**src/rtl/uart_tx_fifo_if.sv**
```systemverilog
// Write-side bus of the UART transmit FIFO: enqueue strobe/data plus occupancy status.
interface uart_tx_fifo_if #(
    parameter int DATA_BITS = 8,
    parameter int DEPTH     = 16
);
    localparam int LW = $clog2(DEPTH) + 1;

    logic [DATA_BITS-1:0] wr_data;
    logic                 wr_en_n;
    logic                 full;
    logic                 empty;
    logic [LW-1:0]        level;
    logic                 overflow;

    modport master (output wr_data, wr_en_n, input full, empty, level, overflow);
    modport slave  (input wr_data, wr_en_n, output full, empty, level, overflow);
endinterface

```
**src/rtl/uart_tx_fifo.sv**
```systemverilog
// UART transmitter fed by a DEPTH-entry FIFO; frames go out back-to-back while data is queued.
//
// state    | meaning
// ---------+-----------------------------------------------------------
// S_IDLE   | line high, waiting for a queued byte
// S_START  | start bit (0) for CLK_DIV cycles
// S_DATA   | data bits LSB first, one per CLK_DIV cycles
// S_PARITY | parity bit, only visited when PARITY != 0
// S_STOP   | STOP_BITS stop bits (1); pops the next byte on the last cycle
module uart_tx_fifo #(
    parameter int CLK_DIV   = 434,
    parameter int DATA_BITS = 8,
    parameter int DEPTH     = 16,
    parameter int PARITY    = 0,
    parameter int STOP_BITS = 1
) (
    input  logic          clk,
    input  logic          res_n,
    uart_tx_fifo_if.slave wr,
    output logic          busy,
    output logic          uart_tx
);
    localparam int AW = $clog2(DEPTH);
    localparam int LW = $clog2(DEPTH) + 1;
    localparam int CW = $clog2(CLK_DIV);
    localparam logic [CW-1:0] CNT_LOAD  = CW'(CLK_DIV - 1);
    localparam logic [CW-1:0] CNT_ONE   = CW'(1);
    localparam logic [LW-1:0] LVL_FULL  = LW'(DEPTH);
    localparam logic [LW-1:0] LVL_ONE   = LW'(1);
    localparam logic [AW-1:0] PTR_ONE   = AW'(1);
    localparam logic [2:0]    DATA_LAST = 3'(DATA_BITS - 1);
    localparam logic [2:0]    STOP_LAST = 3'(STOP_BITS - 1);
    localparam logic          PAR_ODD   = (PARITY == 1);

    typedef enum logic [2:0] {S_IDLE, S_START, S_DATA, S_PARITY, S_STOP} state_t;
    state_t state, state_next;

    logic [DATA_BITS-1:0] mem [DEPTH];
    logic [AW-1:0]        wr_ptr, rd_ptr;
    logic [LW-1:0]        count;
    logic                 overflow_q;
    logic [CW-1:0]        bit_cnt;
    logic [2:0]           bit_idx;
    logic [DATA_BITS-1:0] shreg;
    logic [DATA_BITS-1:0] head;
    logic                 par_bit;
    logic                 push, drop, pop, bit_done;
    logic                 cnt_load, idx_inc, idx_clr, tx_next;

    assign wr.full     = (count == LVL_FULL);
    assign wr.empty    = (count == '0);
    assign wr.level    = count;
    assign wr.overflow = overflow_q;

    assign push     = ~wr.wr_en_n & ~wr.full;
    assign drop     = ~wr.wr_en_n &  wr.full;
    assign bit_done = (bit_cnt == '0);
    assign busy     = (state != S_IDLE);
    assign head     = mem[rd_ptr];

    // Storage is deliberately left unreset; only pointers and count define validity.
    always_ff @(posedge clk) begin
        if (push) mem[wr_ptr] <= wr.wr_data;
    end

    always_ff @(posedge clk or negedge res_n) begin
        if (!res_n) begin
            wr_ptr     <= '0;
            rd_ptr     <= '0;
            count      <= '0;
            overflow_q <= 1'b0;
        end else begin
            overflow_q <= drop;
            if (push) wr_ptr <= wr_ptr + PTR_ONE;
            if (pop)  rd_ptr <= rd_ptr + PTR_ONE;
            case ({push, pop})
                2'b10:   count <= count + LVL_ONE;
                2'b01:   count <= count - LVL_ONE;
                default: count <= count;
            endcase
        end
    end

    always_ff @(posedge clk or negedge res_n) begin
        if (!res_n) begin
            state   <= S_IDLE;
            bit_cnt <= '0;
            bit_idx <= '0;
            shreg   <= '0;
            par_bit <= 1'b0;
            uart_tx <= 1'b1;
        end else begin
            state   <= state_next;
            uart_tx <= tx_next;
            if (cnt_load)       bit_cnt <= CNT_LOAD;
            else if (!bit_done) bit_cnt <= bit_cnt - CNT_ONE;
            if (idx_clr)        bit_idx <= '0;
            else if (idx_inc)   bit_idx <= bit_idx + 3'd1;
            if (pop) begin
                shreg   <= head;
                par_bit <= (^head) ^ PAR_ODD;
            end else if (state == S_DATA && bit_done) begin
                shreg <= shreg >> 1;
            end
        end
    end

    always_comb begin
        state_next = state;
        pop        = 1'b0;
        cnt_load   = 1'b0;
        idx_inc    = 1'b0;
        idx_clr    = 1'b0;
        tx_next    = 1'b1;
        case (state)
            S_IDLE: begin
                if (!wr.empty) begin
                    pop        = 1'b1;
                    cnt_load   = 1'b1;
                    state_next = S_START;
                end
            end
            S_START: begin
                if (bit_done) begin
                    cnt_load   = 1'b1;
                    idx_clr    = 1'b1;
                    state_next = S_DATA;
                end
            end
            S_DATA: begin
                if (bit_done) begin
                    cnt_load = 1'b1;
                    if (bit_idx == DATA_LAST) begin
                        idx_clr    = 1'b1;
                        state_next = (PARITY != 0) ? S_PARITY : S_STOP;
                    end else begin
                        idx_inc = 1'b1;
                    end
                end
            end
            S_PARITY: begin
                if (bit_done) begin
                    cnt_load   = 1'b1;
                    idx_clr    = 1'b1;
                    state_next = S_STOP;
                end
            end
            S_STOP: begin
                if (bit_done) begin
                    if (bit_idx == STOP_LAST) begin
                        idx_clr = 1'b1;
                        // Chain straight into the next start bit when more data waits.
                        if (!wr.empty) begin
                            pop        = 1'b1;
                            cnt_load   = 1'b1;
                            state_next = S_START;
                        end else begin
                            state_next = S_IDLE;
                        end
                    end else begin
                        cnt_load = 1'b1;
                        idx_inc  = 1'b1;
                    end
                end
            end
            default: state_next = S_IDLE;
        endcase
        // Line output is registered, so it trails the state by one cycle.
        case (state)
            S_START:  tx_next = 1'b0;
            S_DATA:   tx_next = shreg[0];
            S_PARITY: tx_next = par_bit;
            default:  tx_next = 1'b1;
        endcase
    end
endmodule
```
**src/flat_wrapper.sv**
```systemverilog
// flat-port wrapper written by rule: the top's interface ports become plain ports
module uart_tx_fifo_flat 
#(
    parameter int CLK_DIV   = 434,
    parameter int DATA_BITS = 8,
    parameter int DEPTH     = 16,
    parameter int PARITY    = 0,
    parameter int STOP_BITS = 1
)
  (clk, res_n, busy, uart_tx, wr_wr_data, wr_wr_en_n, wr_full, wr_empty, wr_level, wr_overflow);
  uart_tx_fifo_if #(.DATA_BITS(DATA_BITS), .DEPTH(DEPTH)) wr_i ();
  input  logic clk;
  input  logic res_n;
  output logic busy;
  output logic uart_tx;
  input wire logic [$bits(wr_i.wr_data)-1:0] wr_wr_data;
  input wire logic [$bits(wr_i.wr_en_n)-1:0] wr_wr_en_n;
  output wire logic [$bits(wr_i.full)-1:0] wr_full;
  output wire logic [$bits(wr_i.empty)-1:0] wr_empty;
  output wire logic [$bits(wr_i.level)-1:0] wr_level;
  output wire logic [$bits(wr_i.overflow)-1:0] wr_overflow;
  assign wr_i.wr_data = wr_wr_data;
  assign wr_i.wr_en_n = wr_wr_en_n;
  assign wr_full = wr_i.full;
  assign wr_empty = wr_i.empty;
  assign wr_level = wr_i.level;
  assign wr_overflow = wr_i.overflow;
  uart_tx_fifo #(.CLK_DIV(CLK_DIV), .DATA_BITS(DATA_BITS), .DEPTH(DEPTH), .PARITY(PARITY), .STOP_BITS(STOP_BITS)) u_core (.clk(clk), .res_n(res_n), .wr(wr_i), .busy(busy), .uart_tx(uart_tx));
endmodule
```
**config.mk**
```make
export PLATFORM = sky130hd
export DESIGN_NAME = uart_tx_fifo_flat
export DESIGN_NICKNAME = d
export VERILOG_FILES = /design/src/rtl/uart_tx_fifo_if.sv /design/src/rtl/uart_tx_fifo.sv /design/src/flat_wrapper.sv
export SDC_FILE = /design/constraint.sdc
export NUM_CORES = 1
export LEC_CHECK = 0
export ABC_AREA = 0
export BUFFER_PORTS_ARGS = -buffer_cell sky130_fd_sc_hd__buf_2
export CAP_MARGIN = 20
export CELL_PAD_IN_SITES_DETAIL_PLACEMENT = 1
export CELL_PAD_IN_SITES_GLOBAL_PLACEMENT = 1
export CORE_MARGIN = 5
export CORE_UTILIZATION = 35
export CTS_CLUSTER_SIZE = 8
export DETAILED_ROUTE_END_ITERATION = 10
export PLACE_DENSITY = 0.65
export SLEW_MARGIN = 20
export SYNTH_ARGS = -nofsm -noshare
export SYNTH_HDL_FRONTEND = slang
export SYNTH_SLANG_ARGS = --single-unit
export TNS_END_PERCENT = 5
```
**constraint.sdc**
```tcl
create_clock -name clk -period 3.6 [get_ports clk]
set_input_delay 0.72 -clock clk [delete_from_list [all_inputs] [get_ports clk]]
set_output_delay 0.72 -clock clk [all_outputs]
set_load 0.02 [all_outputs]
```
==> results.yml <==
power:
  power.total_w: 0.00497
  ir_worst_vdd_v: 0.000335
  pwr_density_cell_nw_per_um2: 604
  leakagePower_nw: 3.04
critical_path:
  worstSetupPathType: "flip-flop to flip-flop"
  critical_path.slowest_cell: "nor4_1"
  worst-path-max-fanout: 9
  worst-endpoint-required_ps: 3910
  worst_setup_path_start_kind: "flip-flop"
  worstSetupEndpointType: "flip-flop"
  max_stage_delay_ps: 500
  cp_cell_sequence: "nor4_1 -> and4b_1 -> nand2_1 -> a21oi_2 -> ha_1 -> xor2_1 -> ha_1 -> o21ai_0 -> a21oi_1 -> a21oi_1 -> xor2_1 -> nor2_1 -> xor2_1"
  timing.critical_path.arrival_ps: 3580
  top_cell_by_count_worst_path: "xor2_1"
  rrSetupSlack_ps: 330
  worst_r2r_dst: "u_core.wr.level[4]$_DFFE_PN0P_"
  timing.rr.start: "u_core.bit_cnt[5]$_DFFE_PN0P_"
  worst_r2r_path_depth: 13
clock_network:
  hold_buffers: 0
  ctsRootBufferMaster: "clkbuf_16"
  post-cts-setup-buffer-count: 0
  clock_tree_from_tritoncts: "done"
  cts_sinks: 167
  htree_levels: 4
  cts_buffer_depth: 2
  cts_made_buffers: 17
  post_cts_resize_count: 0
  clk_pin_slew_ps: 70
  clkLatencyLatePin_ps: 430
logic_synthesis:
  seq_area_frac_synth_pct: 68.1
  netlist.top_cell.by_area: "edfxtp_1"
  synth.distinct_cells: 49
  synth_cells: 435
  largest_family_of_logic_cells_by_synthesized_area: "multiplexers"
  syn_nets: 460
  yosys-mux-area-fraction_pct: 13.2
  synth-compound-area-share_pct: 3.73
  synth.top_cell.area_share_pct: 54.3
  yosys-top-cells-area: "edfxtp_1 54%, dfrtp_1 13%, mux4_2 9.9%"
  synth_top_flop_cell: "edfxtp_1"
  synthesis.yosys.warnings: 0
  synth_async_sr_flop_share_pct: 23.4
  ys_ff_latch: 167
  synth_simple_gate_area_share_pct: 6.64
  synth-edff-count: 128
  post_synth_fa_ha_maj_area_fraction_pct: 2.47
  post_synth_instance_area_um2: 7080
  synth-xor-area-share_pct: 3.64
  synth_area_per_cell_um2: 16.3
timing:
  timing.clock.skew_ps: 6.40
  worstMarginPinSlew_ps: 884
  report.final.setup_viol: 0
  final.min_clock_period_ps: 3270
  timing.final.ws_setup_ps: 330
  finalMaxSlewViolations: 0
  min_period_over_period_pct: 90.8
  relSlewSlack_pct: 41.1
  timing.final.hold_violations: 0
  maxClockFrequency_ghz: 0.306
  rsz_0062_raised_after_global_routing: "no"
  final.setup.tns_ps: 0
drt:
  remaining_drc_errors: 0
  postRouteAntennaNets: 0
  drt-initial-drc-count: 166
  routed_wirelength_mm: 14.1
  vias: 3753
  firstDrtPassIters: 4
  post_drt_via_cell_ratio: 4.96
  route.detailed.wl_per_inst_um: 18.6
global_route:
  grt_pass1_wl_mm: 23.3
  grt_remaining_overflow: 0
  global_route.usage.total_pct: 12.9
  maximum_number_of_pins_on_one_net_before_global_route_repair: 40
  grt_pass1_vias: 4085
  antenna_found_initial: 0
layout:
  layout.nets: 499
  stdcell_area_um2: 8230
  layout-drive-gt1-share_pct: 23.6
  area_delta_synth_final_pct: 16.3
  postLayoutCoreUtil_pct: 41.0
  num_antenna_cells: 0
floorplan:
  overall_die_width_um: 152
  io-pin-count: 21
  chipHeight_um: 152
  initial_utilization_pct: 35.2
  core_area_um2: 20100
  die_outline_area_um2: 23200
  floorplan.rows: 52
job:
  cap_viol_max_count: 0
worst_hold_path:
  worst_hold_path_type: "primary input to async pin"
place:
  io_buffer_count: 20
  detailedPlace.worstSlack_ps: 365
  gpl.final_weighted_congestion: 0.769
  dpl_cell_area_um2: 7570
  dp_hpwl_mm: 9.69
status:
  status: "finished clean"
[critical path, delay by kind of cell (launching register included)]
kind                       cells  cell delay [ps]
and+or+nand+nor                4             1080
AOI/OAI and AO/OA              4              630
adders and majority gates      2              600
xor gates and xnor gates       3              430
DFF                            1              420
[registers in the layout (all words and copies together), names as in the netlist]
name                flops
u_core.bit_cnt          9
u_core.state            3
u_core.bit_idx          3
u_core.uart_tx          1
u_core.wr.level         5
u_core.par_bit          1
u_core.shreg            8
u_core.rd_ptr           4
u_core.wr.overflow      1
u_core.wr_ptr           4
u_core.mem            128
[kinds of logic after synthesis]
group                      count (synthesis)
buffers and inverters                     32
AOI/OAI and AO/OA                         42
xor gates and xnor gates                  27
and+or+nand+nor                          104
muxes                                     49
DFF                                      167
adders and majority gates                 14
[power breakdown]
group	switching (W)	internal, W	total (W)
combinational	0.000344	0.000218	0.000562
clock	0.000823	0.00120	0.00202
sequential	0.000115	0.00228	0.00239
[cell type report]
class	count	area [um2]
Multi-Input combinational cell	236	2110
Tap cell	270	338
Fill cell	1983	11900
Clock inverter	15	238
Sequential cell	167	4820
Clock buffer	17	425
Timing Repair Buffer	42	265
Inverter	10	37.5
[worst max path at each step]
stage | start | to
global route | u_core.bit_cnt[5]$_DFFE_PN0P_ | u_core.wr.level[4]$_DFFE_PN0P_
global placement | u_core.bit_cnt[5]$_DFFE_PN0P_ | u_core.wr.level[4]$_DFFE_PN0P_
finish | u_core.bit_cnt[5]$_DFFE_PN0P_ | u_core.wr.level[4]$_DFFE_PN0P_
CTS | u_core.bit_cnt[5]$_DFFE_PN0P_ | u_core.wr.level[4]$_DFFE_PN0P_
floorplan | u_core.bit_cnt[5]$_DFFE_PN0P_ | u_core.wr.level[4]$_DFFE_PN0P_
detailed placement | u_core.bit_cnt[5]$_DFFE_PN0P_ | u_core.wr.level[4]$_DFFE_PN0P_
[metal layers]
metal	part of all wire, %	up-vias	track usage, %
met2	51	60	21.3
li1	-	1725	-
met5	0	-	0
met1	45	1954	17.0
met4	1.3	0	3.98
met3	3.3	14	3.29
[cells in the mapped netlist (2+ instances only)]
library cell,count
edfxtp_1,128
dfrtp_1,38
nand2_1,36
nor2_1,35
mux4_2,31
clkbuf_1,15
xnor2_1,15
ha_1,14
inv_1,10
mux2i_1,10
xor2_1,10
a21oi_1,9
a22oi_1,8
o21ai_0,8
o21ai_1,7
nor3_1,6
nand3_1,5
nor2b_1,5
nand2b_1,4
and2_1,3
mux2_2,3
mux4_1,3
a221oi_1,2
buf_2,2
buf_6,2
nor4_1,2
or3_1,2
[layout by cell type (no fill, tap or decap), types with 3 or more instances in the layout]
cell type and instances:
edfxtp_1 128, inv_6 4, nor2_1 35, and2_1 3, bufinv_16 4, mux4_1 3, o21ai_1 7, clkbuf_16 17
o21ai_0 8, mux2_2 3, a21oi_1 8, buf_2 20, inv_8 3, nand2_1 36, dfrtp_1 37, nor2b_1 5
nand2b_1 4, inv_1 10, buf_4 22, xnor2_1 15, mux4_2 31, a22oi_1 8, mux2i_1 10, nor3_1 6
xor2_1 10, nand3_1 5, ha_1 14
[metrics by stage]
stage	hold WS (ps)	std cells
final	406	757
after global routing	461	757
after CTS	432	757
after detailed placement	519	725
after global placement	505	725
after floorplan	424	435
No activity file was read; power rests on OpenSTA's default activity.
